$ cat src/rtl/axis_conv_in_fifo_if.sv
// Conv-beat stream interface: handshake plus pixels, weights, tuser and tlast.
// master drives valid and payload; slave drives ready.
//   tvalid/tready  handshake
//   tlast          last beat of a weight block
//   tuser          conv tuser
//   pixels_tdata   PIX_WIDTH pixel bits
//   weights_tdata  WGT_WIDTH weight bits
interface axis_conv_in_fifo_if #(
    parameter int unsigned PIX_WIDTH   = 64,
    parameter int unsigned WGT_WIDTH   = 32,
    parameter int unsigned TUSER_WIDTH = 4
);
    logic                   tvalid;
    logic                   tready;
    logic                   tlast;
    logic [TUSER_WIDTH-1:0] tuser;
    logic [PIX_WIDTH-1:0]   pixels_tdata;
    logic [WGT_WIDTH-1:0]   weights_tdata;

    modport master (
        output tvalid,
        output tlast,
        output tuser,
        output pixels_tdata,
        output weights_tdata,
        input  tready
    );

    modport slave (
        input  tvalid,
        input  tlast,
        input  tuser,
        input  pixels_tdata,
        input  weights_tdata,
        output tready
    );
endinterface

$ cat src/rtl/axis_conv_in_fifo.sv
// Registered elastic buffer in front of the conv engine. Holds up to DEPTH
// complete conv beats; both tready and tvalid come from flops so the engine's
// tready never reaches the pixel/weight pipes combinationally. Also keeps
// beat, packet and stall counters for the debug_config bus.
// Ports:
//   aclk, aresetn   clock, synchronous active-low reset
//   s_axis          slave side of the joined pixels/weights stream
//   m_axis          master side towards the conv engine
//   fill_count      entries currently held (A+1 bits)
//   beats_count     output handshakes since reset (wraps)
//   packets_count   output handshakes with tlast since reset (wraps)
//   stall_count     cycles with tvalid high and tready low (saturates)
module axis_conv_in_fifo #(
    parameter int unsigned UNITS               = 4,
    parameter int unsigned CORES               = 2,
    parameter int unsigned COPIES              = 2,
    parameter int unsigned MEMBERS             = 2,
    parameter int unsigned WORD_WIDTH          = 8,
    parameter int unsigned TUSER_WIDTH_CONV_IN = 4,
    parameter int unsigned DEPTH               = 4
) (
    input  logic                          aclk,
    input  logic                          aresetn,
    axis_conv_in_fifo_if.slave            s_axis,
    axis_conv_in_fifo_if.master           m_axis,
    output logic [$clog2(DEPTH):0]        fill_count,
    output logic [31:0]                   beats_count,
    output logic [15:0]                   packets_count,
    output logic [15:0]                   stall_count
);
    localparam int unsigned P  = COPIES * WORD_WIDTH * UNITS;
    localparam int unsigned W  = WORD_WIDTH * CORES * MEMBERS;
    localparam int unsigned A  = $clog2(DEPTH);
    localparam int unsigned CW = A + 1;

    if (DEPTH < 2 || (DEPTH & (DEPTH - 1)) != 0) begin : g_depth_check
        $error("DEPTH must be a power of 2 and at least 2");
    end

    typedef struct packed {
        logic                           tlast;
        logic [TUSER_WIDTH_CONV_IN-1:0] tuser;
        logic [P-1:0]                   pixels;
        logic [W-1:0]                   weights;
    } entry_t;

    entry_t         mem_q [DEPTH];
    logic [A-1:0]   wr_ptr_q, wr_ptr_d;
    logic [A-1:0]   rd_ptr_q, rd_ptr_d;
    logic [CW-1:0]  fill_q, fill_d;
    logic           s_tready_q, s_tready_d;
    logic           m_tvalid_q, m_tvalid_d;
    logic [31:0]    beats_count_q, beats_count_d;
    logic [15:0]    packets_count_q, packets_count_d;
    logic [15:0]    stall_count_q, stall_count_d;
    logic           push_c;
    logic           pop_c;
    entry_t         head_c;
    entry_t         wr_entry_c;

    // Handshakes are qualified only by registered ready/valid.
    assign push_c = s_axis.tvalid & s_tready_q;
    assign pop_c  = m_tvalid_q & m_axis.tready;

    assign wr_entry_c = '{
        tlast:   s_axis.tlast,
        tuser:   s_axis.tuser,
        pixels:  s_axis.pixels_tdata,
        weights: s_axis.weights_tdata
    };

    // Next-state for pointers, occupancy, handshake flops and counters.
    always_comb begin
        wr_ptr_d        = wr_ptr_q;
        rd_ptr_d        = rd_ptr_q;
        fill_d          = fill_q;
        beats_count_d   = beats_count_q;
        packets_count_d = packets_count_q;
        stall_count_d   = stall_count_q;

        if (push_c) begin
            wr_ptr_d = wr_ptr_q + A'(1);
        end
        if (pop_c) begin
            rd_ptr_d        = rd_ptr_q + A'(1);
            beats_count_d   = beats_count_q + 32'd1;
            packets_count_d = packets_count_q + 16'(head_c.tlast);
        end
        fill_d = fill_q + CW'(push_c) - CW'(pop_c);

        if (m_tvalid_q && !m_axis.tready && stall_count_q != 16'hFFFF) begin
            stall_count_d = stall_count_q + 16'd1;
        end

        s_tready_d = (fill_d < CW'(DEPTH));
        m_tvalid_d = (fill_d != '0);
    end

    // Control and counter registers.
    always_ff @(posedge aclk) begin
        if (!aresetn) begin
            wr_ptr_q        <= '0;
            rd_ptr_q        <= '0;
            fill_q          <= '0;
            s_tready_q      <= 1'b0;
            m_tvalid_q      <= 1'b0;
            beats_count_q   <= '0;
            packets_count_q <= '0;
            stall_count_q   <= '0;
        end else begin
            wr_ptr_q        <= wr_ptr_d;
            rd_ptr_q        <= rd_ptr_d;
            fill_q          <= fill_d;
            s_tready_q      <= s_tready_d;
            m_tvalid_q      <= m_tvalid_d;
            beats_count_q   <= beats_count_d;
            packets_count_q <= packets_count_d;
            stall_count_q   <= stall_count_d;
        end
    end

    // Storage is not reset; the pointers alone decide which entries are live.
    always_ff @(posedge aclk) begin
        if (aresetn && push_c) begin
            mem_q[wr_ptr_q] <= wr_entry_c;
        end
    end

    assign head_c = mem_q[rd_ptr_q];

    assign s_axis.tready        = s_tready_q;
    assign m_axis.tvalid        = m_tvalid_q;
    assign m_axis.tlast         = head_c.tlast;
    assign m_axis.tuser         = head_c.tuser;
    assign m_axis.pixels_tdata  = head_c.pixels;
    assign m_axis.weights_tdata = head_c.weights;

    assign fill_count    = fill_q;
    assign beats_count   = beats_count_q;
    assign packets_count = packets_count_q;
    assign stall_count   = stall_count_q;

endmodule

$ cat src/flat_wrapper.sv
// flat-port wrapper written by rule: the top's interface ports become plain ports
module axis_conv_in_fifo_flat 
#(
    parameter int unsigned UNITS               = 4,
    parameter int unsigned CORES               = 2,
    parameter int unsigned COPIES              = 2,
    parameter int unsigned MEMBERS             = 2,
    parameter int unsigned WORD_WIDTH          = 8,
    parameter int unsigned TUSER_WIDTH_CONV_IN = 4,
    parameter int unsigned DEPTH               = 4
)
  (aclk, aresetn, fill_count, beats_count, packets_count, stall_count, s_axis_tvalid, s_axis_tlast, s_axis_tuser, s_axis_pixels_tdata, s_axis_weights_tdata, s_axis_tready, m_axis_tvalid, m_axis_tlast, m_axis_tuser, m_axis_pixels_tdata, m_axis_weights_tdata, m_axis_tready);
  axis_conv_in_fifo_if #(.PIX_WIDTH((COPIES * (8) * UNITS)), .WGT_WIDTH(((8) * CORES * MEMBERS)), .TUSER_WIDTH((4))) s_axis_i ();
  axis_conv_in_fifo_if #(.PIX_WIDTH((COPIES * (8) * UNITS)), .WGT_WIDTH(((8) * CORES * MEMBERS)), .TUSER_WIDTH((4))) m_axis_i ();
  input  logic aclk;
  input  logic aresetn;
  output logic [$clog2(DEPTH):0] fill_count;
  output logic [31:0] beats_count;
  output logic [15:0] packets_count;
  output logic [15:0] stall_count;
  input wire logic [$bits(s_axis_i.tvalid)-1:0] s_axis_tvalid;
  input wire logic [$bits(s_axis_i.tlast)-1:0] s_axis_tlast;
  input wire logic [$bits(s_axis_i.tuser)-1:0] s_axis_tuser;
  input wire logic [$bits(s_axis_i.pixels_tdata)-1:0] s_axis_pixels_tdata;
  input wire logic [$bits(s_axis_i.weights_tdata)-1:0] s_axis_weights_tdata;
  output wire logic [$bits(s_axis_i.tready)-1:0] s_axis_tready;
  output wire logic [$bits(m_axis_i.tvalid)-1:0] m_axis_tvalid;
  output wire logic [$bits(m_axis_i.tlast)-1:0] m_axis_tlast;
  output wire logic [$bits(m_axis_i.tuser)-1:0] m_axis_tuser;
  output wire logic [$bits(m_axis_i.pixels_tdata)-1:0] m_axis_pixels_tdata;
  output wire logic [$bits(m_axis_i.weights_tdata)-1:0] m_axis_weights_tdata;
  input wire logic [$bits(m_axis_i.tready)-1:0] m_axis_tready;
  assign s_axis_i.tvalid = s_axis_tvalid;
  assign s_axis_i.tlast = s_axis_tlast;
  assign s_axis_i.tuser = s_axis_tuser;
  assign s_axis_i.pixels_tdata = s_axis_pixels_tdata;
  assign s_axis_i.weights_tdata = s_axis_weights_tdata;
  assign s_axis_tready = s_axis_i.tready;
  assign m_axis_tvalid = m_axis_i.tvalid;
  assign m_axis_tlast = m_axis_i.tlast;
  assign m_axis_tuser = m_axis_i.tuser;
  assign m_axis_pixels_tdata = m_axis_i.pixels_tdata;
  assign m_axis_weights_tdata = m_axis_i.weights_tdata;
  assign m_axis_i.tready = m_axis_tready;
  axis_conv_in_fifo #(.UNITS(UNITS), .CORES(CORES), .COPIES(COPIES), .MEMBERS(MEMBERS), .WORD_WIDTH(WORD_WIDTH), .TUSER_WIDTH_CONV_IN(TUSER_WIDTH_CONV_IN), .DEPTH(DEPTH)) u_core (.aclk(aclk), .aresetn(aresetn), .s_axis(s_axis_i), .m_axis(m_axis_i), .fill_count(fill_count), .beats_count(beats_count), .packets_count(packets_count), .stall_count(stall_count));
endmodule
$ cat config.mk
export PLATFORM = sky130hd
export DESIGN_NAME = axis_conv_in_fifo_flat
export DESIGN_NICKNAME = d
export VERILOG_FILES = /design/src/rtl/axis_conv_in_fifo_if.sv /design/src/rtl/axis_conv_in_fifo.sv /design/src/flat_wrapper.sv
export SDC_FILE = /design/constraint.sdc
export NUM_CORES = 1
export LEC_CHECK = 0
export BUFFER_PORTS_ARGS = -buffer_cell sky130_fd_sc_hd__buf_4
export CORE_UTILIZATION = 35
export CTS_CLUSTER_DIAMETER = 80
export DETAILED_ROUTE_END_ITERATION = 7
export PLACE_DENSITY_LB_ADDON = 0.15
export SYNTH_ARGS = -nofsm -noshare
export SYNTH_HDL_FRONTEND = slang
export SYNTH_SLANG_ARGS = --single-unit
$ cat constraint.sdc
create_clock -name aclk -period 4.5 [get_ports aclk]
set_input_delay 0.45 -clock aclk [delete_from_list [all_inputs] [get_ports aclk]]
set_output_delay 0.45 -clock aclk [all_outputs]
set_load 0.05 [all_outputs]
==> metrics.txt <==
run status finished, final reports clean; CP max FO 38; Final setup viols 0; synth unique cells 45; Setup crit start kind register; # DRC 0; PnR worst setup slack 1.428 ns; Max Freq 325.5 MHz; Net count, final 1361; worst reg2reg setup slack 1.89 ns; Starting Density 0.3578; hold wc startpoint s_axis_tuser[3]; post-CTS resize count 0; sequential fraction of the synthesis area 0.7532; Iteration-0 DRC Markers 557; Crit. path cell count 3; die width 229.4 um; worst hold-check path type input port to register; total CTS buffers 52; placed insts 1862; GRT Total Usage 0.1550; Critical Path, Cell by Cell buf_4 > mux4_2 > buf_4; RSZ-0062 raised after global routing no; number of clock sinks 479; IO Port Bufs 274; CP Class register to primary output; CP Capture Type primary output; setup slack after placement 1.872 ns; Worst Path Arrival 2.62 ns; std cell rows 82; fin cells 1954; DR vias/cell 4.932; Yosys warnings 0; Final Hold Fails 0; Post-CTS Setup Bufs 0; Vias 9638; Clk Latency, worst-skew pair 0.58 ns; DP HPWL 24920 um; CP top delay family buffers and inverters; Critical Path Most Common Cell buf_4; vias in the first global route 9850; setup TNS 0 ns; global-route wire length before repair 62070 um; gp weighted congestion 0.7620; area delta synth->final 24.80%; Worst path slowest cell dfxtp_4; Final ANT Viol Nets 0; CP required 4.05 ns; R2R cell count 7; PwrDens 505.8 mW/mm2; top-level port count 275; diode count 0; r2r endpoint u_core.packets_count[12]$_SDFFE_PN0P_; Slew Viols, Final 0; top cells by area, synth edfxtp_1 (67%), mux4_2 (13%), dfxtp_1 (8.3%); Finished Core Util 0.4466; cts hold-fix bufs 0; Avg Inst Size Synth 19.15 um2; worst vdd ir 0.2564 mV; synthesized instance count 945; post-layout min period 3.072 ns; Slew headroom 0.4080; hold-critical path depth 1; DIE AREA 0.05263 mm2; area share of the leading cell type in the synthesized netlist 0.6703; largest net degree at the start of global routing 101; Detailed Route WL 40640 um; Least-Margin Pin Slew 0.8880 ns; WL/cell 20.80 um; leading area contributor after synthesis edfxtp_1; initial antenna violation count 2; chip height 229.4 um; slowest cell delay on critical path 0.76 ns; CTS tree done; core area 0.05058 mm2; H-tree Lvls 2; DR pass1 iterations 4; Leak 0.007495 uW; total gr overflow 0; Mapped Nets 1062; Root Buffer clkbuf_16; Yosys reg bits 479; max-capacitance violation count 0; worst path bufs/invs 2; maximum clock path buffer count 3; synthesized area 0.01810 mm2; fraction of layout cells with a size suffix above 1 0.3635; worst-case hold path end point u_core.mem_q[3][99]$_DFFE_PP_; Clk pin slew, worst setup/hold paths 0.06 ns; Worst Skew 0.01598 ns; final cycle utilization of the critical path 0.6827; total power 11430 uW
registers in the layout (all words and copies together) (netlist names), 2 cells and up, named ones only:
register,cells
u_core.wr_ptr_q,2
u_core.mem_q,404
u_core.stall_count,16
u_core.fill_count,3
u_core.rd_ptr_q,2
u_core.packets_count,16
u_core.beats_count,32
cells in the mapped netlist, drive strengths merged:
cell type	n
edfxtp	404
mux4	101
dfxtp	75
nand2	45
a21oi	33
nor2	28
clkbuf	22
inv	20
buf	19
or4	17
nand3	16
nand4	15
o31ai	14
o21ai	13
or3	13
xnor2	13
mux2i	12
nand2b	12
ha	11
nor4	10
xor2	10
and2	7
nor3	7
and4	6
and3	4
a211oi	3
o41ai	3
nor4b	2
o311ai	2
a2111oi	1
a31oi	1
fa	1
nand3b	1
nand4b	1
o21bai	1
or2	1
or4b	1
worst register-to-register path: stages (launching register included):
cell,delay [ns]
dfxtp_4,0.76
mux4_2,0.38
ha_1,0.19
ha_1,0.21
and4_1,0.25
nand4_1,0.20
or3_1,0.39
a21oi_1,0.15
power breakdown:
group	internal, uW	switching, uW	total [uW]
registers	4970	84.4	5050
logic	817	1530	2340
clock network	2370	1660	4030
layer usage:
metal / track usage / wire length [um]
met5: 0 / 29
met4: 0.03667 / 662
met3: 0.04196 / 2212
met2: 0.2423 / 19310
met1: 0.2150 / 18420
stage by stage:
step / hold WS, ns / instance area [um2]
after detailed placement: 0.4624 / 20990
after floorplan: 0.4692 / 18100
after global placement: 0.4618 / 20990
final: 0.06473 / 22590
after global routing: 0.03202 / 22590
after CTS: 0.02056 / 22590
cells in the final DEF (no fill, tap or decap), types with 10 or more instances in the layout:
cell,Yosys,layout
a21oi_1,33,33
ha_1,11,11
mux2i_1,12,12
nand3_1,15,15
mux4_2,101,101
edfxtp_1,404,404
clkbuf_16,0,52
o21ai_0,13,13
xnor2_1,13,13
nand2_1,44,44
or3_1,13,13
clkbuf_1,22,19
nand4_1,13,13
nand2b_1,12,12
xor2_1,10,10
nor2_1,28,28
or4_1,16,16
o31ai_1,14,14
buf_4,2,281
inv_1,18,18
dfxtp_1,75,73
how the worst max path moves through the flow:
| stage | startpoint | end | slack [ns] |
|---|---|---|---|
| floorplan | u_core.s_axis.tready$_SDFF_PN0_ | u_core.mem_q[0][0]$_DFFE_PP_ | 0.67 |
| global placement | register | u_core.packets_count[14]$_SDFFE_PN0P_ | 1.89 |
| detailed placement | register | u_core.packets_count[12]$_SDFFE_PN0P_ | 1.87 |
| CTS | register | m_axis_weights_tdata[2] | 1.32 |
| global route | register | m_axis_weights_tdata[2] | 1.28 |
| finish | register | m_axis_weights_tdata[8] | 1.43 |
final cells by class:
class                   count  area (um2)
fillers                  4463       27990
clock buffers              72        1386
multi-input cells         405        4227
repair buffers            286        2210
inverters                  20       75.07
flip-flops and latches    479       13640
well taps                 672       840.8
clock inverters            20       210.2
cells by family (layout without fill, tap and decap cells):
logic type	Yosys count	after routing	synth area share
DFF	479	479	0.7532
and+or+nand+nor	186	186	0.05738
muxes	113	113	0.1323
AOI/OAI and AO/OA	71	71	0.02343
buffers and inverters	61	398	0.01382
xor gates and xnor gates	23	23	0.01113
adders and majority gates	12	12	0.008710
Note: power is estimated with default switching activity, not from simulation.
